$ cat src/rtl/spi_ram_burst_if.sv
// Command/response bus between the SPI slave shifter, the RAM block and the tx serialiser.
interface spi_ram_burst_if #(
    parameter int DATA_W = 8
);
    logic [DATA_W+1:0] din;
    logic              rx_valid;
    logic [DATA_W-1:0] dout;
    logic              tx_valid;
    logic              tx_ready;
    logic              overrun;
    logic              clr_ovr;

    modport master (
        output din, rx_valid, tx_ready, clr_ovr,
        input  dout, tx_valid, overrun
    );

    modport slave (
        input  din, rx_valid, tx_ready, clr_ovr,
        output dout, tx_valid, overrun
    );
endinterface

$ cat src/rtl/spi_ram_burst.sv
// Single-port RAM driven by 2-bit opcode commands from the SPI slave, with optional burst
// auto-increment, a valid/ready read-data handshake and a sticky read-overrun flag.
module spi_ram_burst #(
    parameter int DATA_W         = 8,
    parameter int ADDR_W         = 8,
    parameter int AUTO_INC       = 1,
    parameter int CLEAR_ON_RESET = 1
) (
    input  logic              clk,
    input  logic              rst_n,
    spi_ram_burst_if.slave    bus
);

    localparam int DEPTH = 1 << ADDR_W;

    localparam logic [1:0] OP_SET_WA = 2'b00;
    localparam logic [1:0] OP_WRITE  = 2'b01;
    localparam logic [1:0] OP_SET_RA = 2'b10;
    localparam logic [1:0] OP_READ   = 2'b11;

    logic [DATA_W-1:0] mem [DEPTH];
    logic [ADDR_W-1:0] addr_wr;
    logic [ADDR_W-1:0] addr_rd;
    logic [DATA_W-1:0] dout_p1;
    logic              vld_p1;
    logic              ovr;

    logic [1:0]        op;
    logic [DATA_W-1:0] payload;
    logic              cmd_vld;
    logic              wr_en;
    logic              rd_req;
    logic              rd_accept;
    logic              rd_drop;
    logic              xfer;

    // Address increment wraps silently modulo the RAM depth.
    function automatic logic [ADDR_W-1:0] addr_next(input logic [ADDR_W-1:0] a);
        return a + ADDR_W'(1);
    endfunction

    assign op      = bus.din[DATA_W+1:DATA_W];
    assign payload = bus.din[DATA_W-1:0];

    // Command decode; a read is accepted only if the output slot is free or being drained now.
    always_comb begin
        cmd_vld   = rst_n & bus.rx_valid;
        wr_en     = cmd_vld && (op == OP_WRITE);
        rd_req    = cmd_vld && (op == OP_READ);
        xfer      = vld_p1 & bus.tx_ready;
        rd_accept = rd_req && (!vld_p1 || bus.tx_ready);
        rd_drop   = rd_req && !rd_accept;
    end

    // Write-address register: loaded by op00, optionally post-incremented by each write.
    always_ff @(posedge clk or negedge rst_n) begin
        if (!rst_n) begin
            addr_wr <= '0;
        end else if (cmd_vld && (op == OP_SET_WA)) begin
            addr_wr <= payload[ADDR_W-1:0];
        end else if (wr_en && (AUTO_INC != 0)) begin
            addr_wr <= addr_next(addr_wr);
        end
    end

    // Read-address register: loaded by op10, optionally post-incremented by each accepted read.
    always_ff @(posedge clk or negedge rst_n) begin
        if (!rst_n) begin
            addr_rd <= '0;
        end else if (cmd_vld && (op == OP_SET_RA)) begin
            addr_rd <= payload[ADDR_W-1:0];
        end else if (rd_accept && (AUTO_INC != 0)) begin
            addr_rd <= addr_next(addr_rd);
        end
    end

    generate
        if (CLEAR_ON_RESET != 0) begin : g_mem_clr
            // Memory array with every word cleared while reset is asserted.
            always_ff @(posedge clk or negedge rst_n) begin
                if (!rst_n) begin
                    for (int i = 0; i < DEPTH; i++) begin
                        mem[i] <= '0;
                    end
                end else if (wr_en) begin
                    mem[addr_wr] <= payload;
                end
            end
        end else begin : g_mem_keep
            // Memory array that keeps its contents across reset.
            always_ff @(posedge clk) begin
                if (wr_en) begin
                    mem[addr_wr] <= payload;
                end
            end
        end
    endgenerate

    // ---- read stage p1: registered read data and its valid, held until transferred ----
    always_ff @(posedge clk or negedge rst_n) begin
        if (!rst_n) begin
            dout_p1 <= '0;
            vld_p1  <= 1'b0;
        end else if (rd_accept) begin
            dout_p1 <= mem[addr_rd];
            vld_p1  <= 1'b1;
        end else if (xfer) begin
            vld_p1  <= 1'b0;
        end
    end

    // Sticky overrun: a dropped read sets it, clr_ovr clears it, set has priority.
    always_ff @(posedge clk or negedge rst_n) begin
        if (!rst_n) begin
            ovr <= 1'b0;
        end else if (rd_drop) begin
            ovr <= 1'b1;
        end else if (bus.clr_ovr) begin
            ovr <= 1'b0;
        end
    end

    assign bus.dout     = dout_p1;
    assign bus.tx_valid = vld_p1;
    assign bus.overrun  = ovr;

endmodule
$ cat src/flat_wrapper.sv
// flat-port wrapper written by rule: the top's interface ports become plain ports
module spi_ram_burst_flat 
#(
    parameter int DATA_W         = 8,
    parameter int ADDR_W         = 8,
    parameter int AUTO_INC       = 1,
    parameter int CLEAR_ON_RESET = 1
)
  (clk, rst_n, bus_din, bus_rx_valid, bus_tx_ready, bus_clr_ovr, bus_dout, bus_tx_valid, bus_overrun);
  spi_ram_burst_if #(.DATA_W(DATA_W)) bus_i ();
  input  logic clk;
  input  logic rst_n;
  input wire logic [$bits(bus_i.din)-1:0] bus_din;
  input wire logic [$bits(bus_i.rx_valid)-1:0] bus_rx_valid;
  input wire logic [$bits(bus_i.tx_ready)-1:0] bus_tx_ready;
  input wire logic [$bits(bus_i.clr_ovr)-1:0] bus_clr_ovr;
  output wire logic [$bits(bus_i.dout)-1:0] bus_dout;
  output wire logic [$bits(bus_i.tx_valid)-1:0] bus_tx_valid;
  output wire logic [$bits(bus_i.overrun)-1:0] bus_overrun;
  assign bus_i.din = bus_din;
  assign bus_i.rx_valid = bus_rx_valid;
  assign bus_i.tx_ready = bus_tx_ready;
  assign bus_i.clr_ovr = bus_clr_ovr;
  assign bus_dout = bus_i.dout;
  assign bus_tx_valid = bus_i.tx_valid;
  assign bus_overrun = bus_i.overrun;
  spi_ram_burst #(.DATA_W(DATA_W), .ADDR_W(ADDR_W), .AUTO_INC(AUTO_INC), .CLEAR_ON_RESET(CLEAR_ON_RESET)) u_core (.clk(clk), .rst_n(rst_n), .bus(bus_i));
endmodule
$ cat config.mk
export PLATFORM = sky130hd
export DESIGN_NAME = spi_ram_burst_flat
export DESIGN_NICKNAME = d
export VERILOG_FILES = /design/src/rtl/spi_ram_burst_if.sv /design/src/rtl/spi_ram_burst.sv /design/src/flat_wrapper.sv
export SDC_FILE = /design/constraint.sdc
export NUM_CORES = 2
export LEC_CHECK = 0
export ABC_AREA = 1
export CAP_MARGIN = 20
export CORE_ASPECT_RATIO = 1.5
export CORE_MARGIN = 2
export CORE_UTILIZATION = 55
export CTS_BUF_LIST = sky130_fd_sc_hd__clkbuf_4 sky130_fd_sc_hd__clkbuf_8
export DETAILED_ROUTE_END_ITERATION = 10
export PLACE_DENSITY = 0.73
export SKIP_CTS_REPAIR_TIMING = 1
export SYNTH_ARGS = -nofsm -noshare
export SYNTH_HDL_FRONTEND = slang
export SYNTH_SLANG_ARGS = --single-unit
$ cat constraint.sdc
create_clock -name clk -period 2 [get_ports clk]
set_clock_uncertainty 0.15 [all_clocks]
set_input_delay 0.4 -clock clk [delete_from_list [all_inputs] [get_ports clk]]
set_output_delay 0.4 -clock clk [all_outputs]
set_load 0.01 [all_outputs]
==> metrics.txt <==
CP max FO 10; Worst Path Buf+Inv 3; vias in the first global route 84200; Final Cycle Share 1.38; footprint of the multi-input gates 40600 um^2; Metal-1 WL 123000 um; pin count of the biggest net entering global routing 127; dpl hpwl 212000 um; Seq. cell area 51900 um^2; Fmax 0.362 GHz; reg2reg setup slack -0.76 ns; CP startpoint u_core.addr_rd[0]$_DFFE_PN0P_; layout cells sized above 1 0.163; Fillers 13600; Final #Nets 12800; top cell type's share of synthesized area 0.540; pwr dens 984 nW/um^2; port buffer count 24; Worst EP required 2.71 ns; clock network power share 0.319; width of the die 345 um; design area 117000 um^2; RSZ-0062 raised after global routing yes; Netlist cell types 28; First-pass DRT Iterations 11; htree depth 5; r2r endpoint u_core.bus.dout[3]$_DFFE_PN0P_; Via Count 90100; synth top area cells dfrtp_1 54%, nand2_1 18%, o21ai_0 12%, nand3_1 7.7%, buf_2 2.0%; final setup TNS -472.84 ns; core outline area 173000 um^2; Clock transition at path regs 0.06 ns; initial DRC count 10700; YS warnings 0; worst path cell trace buf_16 > buf_16 > buf_4 > nand2_1 > nand3_1 > nand3_1 > nand3_1 > nand3_2 > nand2_1 > nand2_2 > nand3_1 > nand3_1 > nand2_1 > nand2_1 > nand2_1; GRT Residual Overflow 0; clock root buffer clkbuf_8; synthesized area 96100 um^2; final core occ 0.674; normalized max-slew margin 0.470; Synth Net Count 12300; Peak VDD IR 0.747 mV; drt drc 0; Sinks on Clock Net 2074; Hold Violations, Final 0; Worst Setup EP u_core.bus.dout[3]$_DFFE_PN0P_; Max Slew Vio Count 0; failing checks setup timing; Worst-Margin Slew 0.795 ns; initial antenna violation count 9; worst-case clock buffer depth 4; Initial Util 0.554; Die Ht 516 um; DP Area 106000 um^2; Static Leak 53.8 nW; total track usage 0.354; crit start category flop; TritonCTS clock tree done; cells after synthesis 12300; clk_lat worst skew 0.97 ns; Crit-path slowest cell dfrtp_4; hold path cells 4; switch share 0.351; status complete, but fails checks; DRT antenna net count 0; Met2 Routed Length 155000 um; CTS buffer count 317; DR WL/cell 21.7 um; Critical Path Max Stage Delay 0.59 ns; sequential share of the synthesized area 0.540; worst hold margin 0.0809 ns; overall die area 178000 um^2; Worst EP arrival 3.47 ns; IO Pins 25; cell-internal power 0.0747 W; GPL Wtd Cong 0.997; Logic pwr share 0.296; stages on the worst setup path 15; top sig layer met5; Reg2Reg Depth 15; hold crit path type in -> reg; sw power 0.0403 W; sequential share of power 0.385; drt via density 5.92; first-pass GRT wire length 491000 um; Routed Wire Length 331000 um; Syn-to-layout area delta 21.7%; crit path time final 2.76 ns; FF+latch count, synth 2074; Max-Cap Viols 0; CP Capture Type flop; met3 routed WL 29500 um; CP Class reg -> reg; endpoints failing setup 2070; origin of the critical flop-to-flop path u_core.addr_rd[0]$_DFFE_PN0P_; num rows 187; Setup WS post-layout -0.762 ns; Avg Inst Size Synth 7.84 um^2; Synth area leader dfrtp_1; Top delay family on crit path simple AND/OR/NAND/NOR gates
how the worst min path moves through the flow:
stage | slack [ns] | start | end
3_5_place_dp | 0.07 | rst_n | u_core.mem[1345]$_DFFE_PN0P_
4_1_cts | -0.96 | rst_n | u_core.mem[1345]$_DFFE_PN0P_
2_1_floorplan | -0.05 | rst_n | u_core.addr_rd[0]$_DFFE_PN0P_
6_report | 0.08 | bus_din[3] | u_core.addr_rd[3]$_DFFE_PN0P_
3_3_place_gp | 0.07 | rst_n | u_core.mem[1345]$_DFFE_PN0P_
5_1_grt | 0.09 | bus_din[3] | u_core.addr_rd[3]$_DFFE_PN0P_
cell usage in the layout (no fill, tap or decap), types with 10 or more instances in the layout:
master,instances
clkdlybuf4s50_1,13
clkinv_2,20
nand2_4,53
buf_8,25
nor2_1,440
o21ai_0,1897
a21oi_1,28
o21ai_1,314
buf_2,13
inv_8,10
nor2_2,21
nand3_2,49
nor2_4,21
o21ai_2,48
buf_16,13
dfrtp_2,11
nand2_1,4341
buf_12,300
nand3_1,1421
clkbuf_16,20
inv_1,294
buf_4,562
clkbuf_4,88
nand2_2,186
dfrtp_1,2059
buf_6,182
clkbuf_8,401
nand2_8,36
Yosys cell counts:
master / n
nand2_1: 4596
o21ai_0: 2243
dfrtp_1: 2074
nand3_1: 1476
nor2_1: 465
clkbuf_1: 432
buf_2: 380
inv_1: 310
buf_1: 68
buf_4: 61
a21oi_1: 37
buf_6: 22
nor2_4: 17
o21ai_1: 16
nand2_4: 13
o221ai_1: 9
ha_1: 5
nor3_1: 5
o211ai_1: 5
clkinv_1: 4
inv_2: 3
xor2_1: 3
a22oi_1: 2
a211o_1: 1
a311o_1: 1
nand2_2: 1
nor2_8: 1
xnor2_1: 1
state kept, by name, summed over array words and instances, names as in the netlist:
signal / count
u_core.bus.overrun: 1
u_core.mem: 2048
u_core.bus.tx_valid: 1
u_core.addr_rd: 8
u_core.addr_wr: 8
u_core.bus.dout: 8
worst min-delay path, cell delays in order:
cell	delay, ns
clkdlybuf4s50_1	0.40
buf_4	0.19
nor2_1	0.11
a21oi_1	0.05
power by group through the flow:
stage,logic (W),clock network [W],registers (W)
after floorplan,0.0160,0,0.0445
after global placement,0.0306,0,0.0448
after detailed placement,0.0308,0,0.0449
after CTS,0.0310,0.0370,0.0441
after global routing,0.0357,0.0388,0.0443
final,0.0341,0.0367,0.0443
metal layers:
layer	global-route usage	vias to the layer above
met4	0.232	10
met2	0.569	4779
met1	0.440	43400
li1	-	40800
met5	0	-
met3	0.0660	1092
stage by stage:
| step | total power, W | cells | setup slack, ns |
|---|---|---|---|
| floorplan | 0.0605 | 12300 | 0.00550 |
| global placement | 0.0754 | 14600 | -0.886 |
| detailed placement | 0.0757 | 14600 | -0.915 |
| CTS | 0.112 | 15100 | -0.935 |
| global route | 0.119 | 15200 | -0.840 |
| finish | 0.115 | 15200 | -0.762 |
logic make-up (layout without fill, tap and decap cells):
kind of cell / Yosys count / count (layout) / synth area share
AND/OR/NAND/NOR: 6574 / 6580 / 0.279
AO/OA/AOI/OAI: 2314 / 2314 / 0.121
flip-flops: 2074 / 2074 / 0.540
buffers and inverters: 1280 / 1979 / 0.0591
adder cells (fa/ha/maj): 5 / 5 / 0.000651
XOR/XNOR: 4 / 4 / 0.000365
other: 0 / 7 / 0
cell type report:
class | instances | share of cell area
multi-input cells | 8903 | 0.347
flip-flops and latches | 2074 | 0.444
diodes | 7 | 0.000150
repair inverters | 2 | 0.000171
clock inverters | 37 | 0.00258
inverters | 317 | 0.0112
repair buffers | 1134 | 0.118
clock buffers | 489 | 0.0528
well taps | 2268 | 0.0243
(Power assumes the default switching activity.)
